--- src/rtl/adxl_spi_if.sv ---
// Host-side and pin-side signals of the ADXL355-style SPI master, grouped so
// the master and the host/sensor side see complementary directions.
interface adxl_spi_if;
  logic       cs_n_in;
  logic       miso;
  logic       wr_rd;
  logic [7:0] spi_data_master;
  logic [6:0] spi_addr_master;
  logic       data_out_vld;
  logic [7:0] data_out;
  logic       cs_n;
  logic       sclk;
  logic       mosi;

  modport master (
    input  cs_n_in, miso, wr_rd, spi_data_master, spi_addr_master,
    output data_out_vld, data_out, cs_n, sclk, mosi
  );

  modport slave (
    output cs_n_in, miso, wr_rd, spi_data_master, spi_addr_master,
    input  data_out_vld, data_out, cs_n, sclk, mosi
  );
endinterface

--- src/rtl/adxl_spi_master.sv ---
// SPI mode-0 master for an ADXL355-style register port. While the host holds
// cs_n_in low it sends {addr, R/W} and then streams data bytes, so single and
// burst accesses share one mechanism. Read bytes come back on data_out with a
// one-clock data_out_vld pulse.
module adxl_spi_master #(
  parameter int CLK_DIV = 40
) (
  input logic        clk,
  input logic        rst_n,
  adxl_spi_if.master bus
);

  localparam int CW = $clog2(CLK_DIV);
  localparam logic [CW-1:0] HALF_C = CW'(CLK_DIV / 2);
  localparam logic [CW-1:0] LAST_C = CW'(CLK_DIV - 1);

  typedef enum logic {IDLE, SHIFT} state_t;

  state_t        state, state_nx;
  logic [CW-1:0] cnt, cnt_nx;
  logic [2:0]    bit_idx, bit_idx_nx;
  logic [7:0]    byte_idx, byte_idx_nx;
  logic [7:0]    tx, tx_nx;
  logic [7:0]    rx, rx_nx;
  logic          rw, rw_nx;
  logic          cs_r, cs_nx;
  logic          sclk_r, sclk_nx;
  logic          mosi_r, mosi_nx;
  logic [7:0]    dout, dout_nx;
  logic          dvld, dvld_nx;
  logic          wrap;

  // Byte counter stops at 255 on very long bursts instead of rolling over.
  function automatic logic [7:0] sat_inc(input logic [7:0] v);
    return (v == 8'hFF) ? v : v + 8'd1;
  endfunction

  assign wrap = (cnt == LAST_C);

  // Next-state and next-output logic for the frame sequencer.
  always_comb begin
    state_nx    = state;
    cnt_nx      = cnt;
    bit_idx_nx  = bit_idx;
    byte_idx_nx = byte_idx;
    tx_nx       = tx;
    rx_nx       = rx;
    rw_nx       = rw;
    cs_nx       = cs_r;
    sclk_nx     = sclk_r;
    mosi_nx     = mosi_r;
    dout_nx     = dout;
    dvld_nx     = 1'b0;
    case (state)
      IDLE: begin
        cs_nx   = 1'b1;
        sclk_nx = 1'b0;
        mosi_nx = 1'b0;
        if (!bus.cs_n_in) begin
          state_nx    = SHIFT;
          cs_nx       = 1'b0;
          tx_nx       = {bus.spi_addr_master, bus.wr_rd};
          rw_nx       = bus.wr_rd;
          mosi_nx     = bus.spi_addr_master[6];
          cnt_nx      = '0;
          bit_idx_nx  = 3'd0;
          byte_idx_nx = 8'd0;
          rx_nx       = 8'd0;
        end
      end
      SHIFT: begin
        // A completed read data byte is delivered even if the frame closes on
        // this very edge; the command byte never produces a pulse.
        if (wrap && bit_idx == 3'd7 && rw && byte_idx != 8'd0) begin
          dout_nx = rx;
          dvld_nx = 1'b1;
        end
        if (bus.cs_n_in) begin
          state_nx = IDLE;
          cs_nx    = 1'b1;
          sclk_nx  = 1'b0;
          mosi_nx  = 1'b0;
        end else begin
          cnt_nx  = wrap ? '0 : cnt + CW'(1);
          sclk_nx = (cnt_nx >= HALF_C);
          // The edge that raises sclk is the edge that samples miso.
          if (cnt_nx == HALF_C)
            rx_nx = {rx[6:0], bus.miso};
          if (wrap) begin
            if (bit_idx == 3'd7) begin
              bit_idx_nx  = 3'd0;
              byte_idx_nx = sat_inc(byte_idx);
              tx_nx       = rw ? 8'd0 : bus.spi_data_master;
              mosi_nx     = rw ? 1'b0 : bus.spi_data_master[7];
            end else begin
              bit_idx_nx = bit_idx + 3'd1;
              tx_nx      = {tx[6:0], tx[7]};
              mosi_nx    = tx[6];
            end
          end
        end
      end
      default: state_nx = IDLE;
    endcase
  end

  // State and output registers; reset aborts any frame in progress.
  always_ff @(posedge clk or negedge rst_n) begin
    if (!rst_n) begin
      state    <= IDLE;
      cnt      <= '0;
      bit_idx  <= 3'd0;
      byte_idx <= 8'd0;
      tx       <= 8'd0;
      rx       <= 8'd0;
      rw       <= 1'b0;
      cs_r     <= 1'b1;
      sclk_r   <= 1'b0;
      mosi_r   <= 1'b0;
      dout     <= 8'd0;
      dvld     <= 1'b0;
    end else begin
      state    <= state_nx;
      cnt      <= cnt_nx;
      bit_idx  <= bit_idx_nx;
      byte_idx <= byte_idx_nx;
      tx       <= tx_nx;
      rx       <= rx_nx;
      rw       <= rw_nx;
      cs_r     <= cs_nx;
      sclk_r   <= sclk_nx;
      mosi_r   <= mosi_nx;
      dout     <= dout_nx;
      dvld     <= dvld_nx;
    end
  end

  assign bus.cs_n         = cs_r;
  assign bus.sclk         = sclk_r;
  assign bus.mosi         = mosi_r;
  assign bus.data_out     = dout;
  assign bus.data_out_vld = dvld;

endmodule

--- src/flat_wrapper.sv ---
// flat-port wrapper written by rule: the top's interface ports become plain ports
module adxl_spi_master_flat 
#(
  parameter int CLK_DIV = 40
)
  (clk, rst_n, bus_cs_n_in, bus_miso, bus_wr_rd, bus_spi_data_master, bus_spi_addr_master, bus_data_out_vld, bus_data_out, bus_cs_n, bus_sclk, bus_mosi);
  adxl_spi_if bus_i ();
  input logic clk;
  input logic rst_n;
  input wire logic [$bits(bus_i.cs_n_in)-1:0] bus_cs_n_in;
  input wire logic [$bits(bus_i.miso)-1:0] bus_miso;
  input wire logic [$bits(bus_i.wr_rd)-1:0] bus_wr_rd;
  input wire logic [$bits(bus_i.spi_data_master)-1:0] bus_spi_data_master;
  input wire logic [$bits(bus_i.spi_addr_master)-1:0] bus_spi_addr_master;
  output wire logic [$bits(bus_i.data_out_vld)-1:0] bus_data_out_vld;
  output wire logic [$bits(bus_i.data_out)-1:0] bus_data_out;
  output wire logic [$bits(bus_i.cs_n)-1:0] bus_cs_n;
  output wire logic [$bits(bus_i.sclk)-1:0] bus_sclk;
  output wire logic [$bits(bus_i.mosi)-1:0] bus_mosi;
  assign bus_i.cs_n_in = bus_cs_n_in;
  assign bus_i.miso = bus_miso;
  assign bus_i.wr_rd = bus_wr_rd;
  assign bus_i.spi_data_master = bus_spi_data_master;
  assign bus_i.spi_addr_master = bus_spi_addr_master;
  assign bus_data_out_vld = bus_i.data_out_vld;
  assign bus_data_out = bus_i.data_out;
  assign bus_cs_n = bus_i.cs_n;
  assign bus_sclk = bus_i.sclk;
  assign bus_mosi = bus_i.mosi;
  adxl_spi_master #(.CLK_DIV(CLK_DIV)) u_core (.clk(clk), .rst_n(rst_n), .bus(bus_i));
endmodule
--- config.mk ---
export PLATFORM = sky130hd
export DESIGN_NAME = adxl_spi_master_flat
export DESIGN_NICKNAME = d
export VERILOG_FILES = /design/src/rtl/adxl_spi_if.sv /design/src/rtl/adxl_spi_master.sv /design/src/flat_wrapper.sv
export SDC_FILE = /design/constraint.sdc
export NUM_CORES = 1
export LEC_CHECK = 0
export CELL_PAD_IN_SITES_DETAIL_PLACEMENT = 1
export CELL_PAD_IN_SITES_GLOBAL_PLACEMENT = 1
export CORE_AREA = 5 5 88 90
export DETAILED_ROUTE_END_ITERATION = 10
export DIE_AREA = 0 0 93 95
export PLACE_DENSITY_LB_ADDON = 0.2
export SLEW_MARGIN = 10
export SYNTH_ARGS = -nofsm -noshare
export SYNTH_HDL_FRONTEND = slang
export SYNTH_SLANG_ARGS = --single-unit
--- constraint.sdc ---
create_clock -name clk -period 2.5 [get_ports clk]
set_clock_uncertainty 0.1 [all_clocks]
set_input_delay 0.5 -clock clk [delete_from_list [all_inputs] [get_ports clk]]
set_output_delay 0.5 -clock clk [all_outputs]
set_load 0.005 [all_outputs]
Word-level counts from Yosys, hierarchy flattened
Index checks and enable logic that the tools add are counted.
{"block": "totals", "regBits": 47, "latchBits": 0, "ramBits": 0, "mem_bits_ro": 0, "inputBits": 20, "out_inout_bits": 12, "wordCells": 78, "n_memories": 0}
{"block": "classes", "add_sub_neg": 3, "mul": 0, "div": 0, "n_lt_le_gt_ge": 1, "eq_ne": 12, "shift": 0, "mux": 38, "bitwise": 2, "n_reduce_logical": 10}
{"op": "$mux 8", "n": 12}
{"op": "$pmux 8 s2", "n": 3}
{"op": "$mux 6", "n": 3}
{"op": "$ne 2x2->1 const B", "n": 7}
{"op": "$mux 3", "n": 4}
{"op": "$pmux 6 s2", "n": 1}
{"op": "$mux 1", "n": 11}
{"op": "$add 8x1->8 const B", "n": 1}
{"op": "$eq 8x8->1 const B", "n": 1}
{"op": "$reduce_bool 8->1", "n": 1}
{"op": "$add 6x1->6 const B", "n": 1}
{"op": "$eq 6x5->1 const B", "n": 1}
{"op": "$eq 6x6->1 const B", "n": 1}
{"op": "$ge 6x5->1 const B", "n": 1}
{"op": "$pmux 1 s2", "n": 3}
{"op": "$pmux 3 s2", "n": 1}
{"op": "$reduce_and 2->1", "n": 3}
{"op": "$reduce_and 3->1", "n": 2}
{"op": "$reduce_and 5->1", "n": 1}
{"op": "$add 3x1->3 const B", "n": 1}
{"op": "$eq 3x3->1 const B", "n": 1}
{"op": "$logic_and 1x1->1", "n": 3}
{"op": "$ne 3x3->1 const B", "n": 1}
{"op": "$not 1->1", "n": 2}

Longest topological paths before layout
{"block": "depth", "depth_word": 6, "depth_mapped": 7, "depth_no_buf": 7}

Worst setup path after synthesis
No wires, ideal clock.
{"block": "synth_timing", "kind": "reg2reg", "start": "register u_core.cnt[0]", "end": "register u_core.tx[0]", "setup_time_ns": 0.125, "t_arrival_ns": 1.707, "slack_ns": 0.568, "stages_incl_launch_ff": 7, "path_buffers": 1, "synth_period_minus_slack_ns": 1.932, "path_cell_list": "dfrtp_1 ha_1 nand4b_2 or2_1 buf_6 a21oi_4 mux2_4"}
{"block": "synth_via", "elab_chain_len": 3}
{"element": "start, declared", "line": "adxl_spi_master.sv:20", "source": "logic [CW-1:0] cnt, cnt_nx;"}
{"element": "start signal, assigned", "line": "adxl_spi_master.sv:124", "source": "cnt <= cnt_nx;"}
{"element": "$eq 6x6->1", "line": "adxl_spi_master.sv:38", "source": "assign wrap = (cnt == LAST_C);"}
{"element": "$ne 2x2->1 (no source line)"}
{"element": "$reduce_and 3->1 (no source line)"}
{"element": "end signal, assigned", "line": "adxl_spi_master.sv:127", "source": "tx <= tx_nx;"}
{"element": "end, declared", "line": "adxl_spi_master.sv:23", "source": "logic [7:0] tx, tx_nx;"}
No other way between the ends.
A chain may end at the register's enable or synchronous reset.

Final worst setup path
{"block": "layout_timing", "start": "register u_core.cnt[0]", "end": "register u_core.dout[1] (netlist: u_core.bus.data_out[1])"}
{"block": "layout_via", "elab_chain_len": 5}
{"element": "$eq 6x6->1", "line": "adxl_spi_master.sv:38"}
{"element": "$logic_and 1x1->1 (3 in series)", "line": "adxl_spi_master.sv:74", "source": "if (wrap && bit_idx == 3'd7 && rw && byte_idx != 8'd0) begin"}
{"element": "$reduce_and 2->1 (no source line)"}
{"element": "end signal, assigned", "line": "adxl_spi_master.sv:133", "source": "dout <= dout_nx;"}
{"element": "end, declared", "line": "adxl_spi_master.sv:29", "source": "logic [7:0] dout, dout_nx;"}
No other way between the ends.

==> out/metrics.yaml <==
status:
  outcome: "complete, no violations"
worst_setup_path:
  crit_path_max_fanout: 9
  crit_path_end_kind: "flop"
  timing.critical_path.required_ns: 2.58
  arrival_ns: 2.21
  start_kind: "flop"
  critPathKind: "reg -> reg"
timing:
  setup_viol_count_final: 0
  fmax_ghz: 0.470
  drv_slew: 0
  rsz0062_at_grt: "no"
  layout_min_cycle_time_ns: 2.13
  setup_ws_ns: 0.374
  setup_tns_ns: 0
  hold_viol: 0
  tightest_slew_ns: 0.526
  fin_crit_sh_pct: 85.0
  slew_headroom_pct: 65.0
die:
  die-area_sq_um: 8840
  row_count: 31
  pin_count: 32
  start_util_pct: 33.4
  die_w_um: 93
  core-area_sq_um: 6980
  die_height_um: 95
cells_and_area:
  fin_nets: 273
  antennaDiodeCount: 0
  fin_area_sq_um: 2850
  area_growth_pct: 22.2
  final_cells: 331
  drive_gt1_share_pct: 16.5
synth:
  synth_cell_type_count: 42
  ys_async_sr_fraction_pct: 100
  synth-edff-count: 0
  netlist_area_sq_um: 2330
  syn_area_per_cell_sq_um: 11.0
  synthFlopType: "dfrtp_1"
  synthCells: 211
  ys_seq_elements: 47
  synth_seq_area_share_pct: 50.5
  yosys_warnings: 0
  synth_fp_nets: 236
clock_tree:
  path_clk_slew_ns: 0.09
  cts.sinks: 47
  numCtsBuffers: 5
  cts-root-buf: "clkbuf_8"
  cts_buffer_depth: 2
  postCtsResizedCells: 0
  tritoncts: "yes"
  clk_latency_ns: 0.30
  cts_setup_buffers: 0
  htreeDepth: 2
  hold_buffers: 0
place:
  dp_slack_ns: 0.341
  hpwl_um: 3810
  place_inst: 323
  placed_area_sq_um: 2750
  place_congestion: 0.711
  portBuffers: 31
power_and_ir_drop:
  fin_total_pwr_mw: 1.59
  ir_drop_v: 0.000175
  power_density_nw_per_um2: 558
  leakage_nw: 1.34
route:
  post_drt_via_cell_ratio: 5.12
  route.detailed.drc: 0
  dr.pass1.iters: 4
  antenna_left: 0
  finalWirelength_um: 5130
  num_vias: 1696
  drtIter0Drc: 39
  avgRoutedWirePerCell_um: 15.5
global_route:
  grt_antenna_before_repair: 0
  grt_overflow: 0
  grtUsageTotal_pct: 12.7
  grt_max_degree: 24
  grt_pass1_vias: 1804
  grt_first_pass_wirelength_um: 8890
min_path:
  hp-class: "in -> async"
job:
  drv_cap: 0
==> cells in the mapped netlist (2+ instances only) <==
library cell  count  share of area, %
o21ai_1           2              0.43
buf_1             3              0.48
buf_2             3              0.64
xor2_1            5               1.9
nor2b_1           7               1.9
nor3_1            5               1.1
nand2b_1          4               1.1
ha_1              5               2.7
a22o_1           16               6.0
o211ai_1          2              0.64
nand2_1          14               2.3
or3_1             2              0.54
clkbuf_1          2              0.32
mux2_4           15               9.7
nor2_2            2              0.54
nand3_1           9               1.9
a21o_1            4               1.3
nor2_1           15               2.4
inv_1             5              0.81
and3_1            2              0.54
o21ai_0           6               1.3
a21oi_1          17               3.6
mux2_2            2              0.97
dfrtp_1          46                49
==> placed cells by master, fill, tap and decap left out, drive strengths merged, types with 4 or more instances in the layout <==
cell type      netlist  routed
nand2               15      15
inv                  5       5
nand3                9       9
buf                  8      10
ha                   5       5
clkbuf               2       5
nor2                17      17
nor3                 5       5
o21ai                8       8
dfrtp               46      46
a21o                 4       4
mux2                17      17
nand2b               4       4
a22o                16      16
a21oi               18      18
xor2                 5       5
nor2b                7       7
clkdlybuf4s50        0      30
==> cells by family (layout without fill, tap and decap cells) <==
kind of cell,Yosys count,in the layout,share of synthesized area (%)
AOI/OAI and AO/OA,53,53,15.8
xor gates and xnor gates,6,6,2.25
adders and majority gates,5,5,2.68
buffers and inverters,15,53,3.06
DFF,47,47,50.5
muxes,17,17,10.6
and+or+nand+nor,68,68,15.1
==> sequential cells by signal, indices dropped and copies added (netlist names) <==
signal / cells
u_core.bus.data_out: 8
u_core.byte_idx: 8
u_core.rx: 8
u_core.tx: 8
u_core.cnt: 6
u_core.bit_idx: 3
u_core.bus.cs_n: 1
u_core.bus.data_out_vld: 1
u_core.bus.mosi: 1
u_core.bus.sclk: 1
u_core.rw: 1
u_core.state: 1
==> critical path, stage by stage, from the launching register on <==
cell	delay [ns]
dfrtp_1	0.41
ha_1	0.25
nand4b_2	0.15
nor2_2	0.15
nand2_1	0.09
a211o_1	0.49
mux2_4	0.37
==> per-layer routing <==
layer / share of wire [%] / wire length, um / GRT usage (%)
met5: 0 / 0 / 0
met4: 0.33 / 17 / 2.08
met3: 3.7 / 191 / 3.98
met2: 46 / 2370 / 20.2
met1: 50 / 2550 / 17.4
==> cell type report <==
type | instances | area [sq um]
tap | 82 | 103
timing repair buffer | 40 | 373
inverter | 5 | 18.8
clock buffer | 5 | 68.8
multi-input combinational | 149 | 1080
sequential | 47 | 1180
fill | 787 | 4130
clock inverter | 3 | 25.0
==> power by group <==
part | internal, mW | leakage, nW | switching, mW
logic | 0.141 | 0.669 | 0.110
clock network | 0.200 | 0.0443 | 0.270
registers | 0.814 | 0.623 | 0.0528
total | 1.16 | 1.34 | 0.433
==> final timing paths <==
path	start	to	slack (ns)	cells past startpoint
max	u_core.cnt[0]	u_core.bus.data_out[1]	0.37	6
min	rst_n	u_core.tx[4]	0.07	1
max reg2reg	u_core.cnt[0]	u_core.bus.data_out[1]	0.37	6
min reg2reg	u_core.bus.cs_n	u_core.bus.cs_n	0.38	2
max in group asynchronous	rst_n	u_core.bus.cs_n	1.60	2
min in group clk	u_core.bus.cs_n	u_core.bus.cs_n	0.38	2
==> through the flow <==
stage,hold WS (ns),util [%]
finish,0.0712,40.8
global route,0.111,40.8
CTS,0.0942,40.8
detailed placement,0.372,39.4
global placement,0.372,39.4
floorplan,0.104,-
Note: power is estimated with default switching activity, not from simulation.
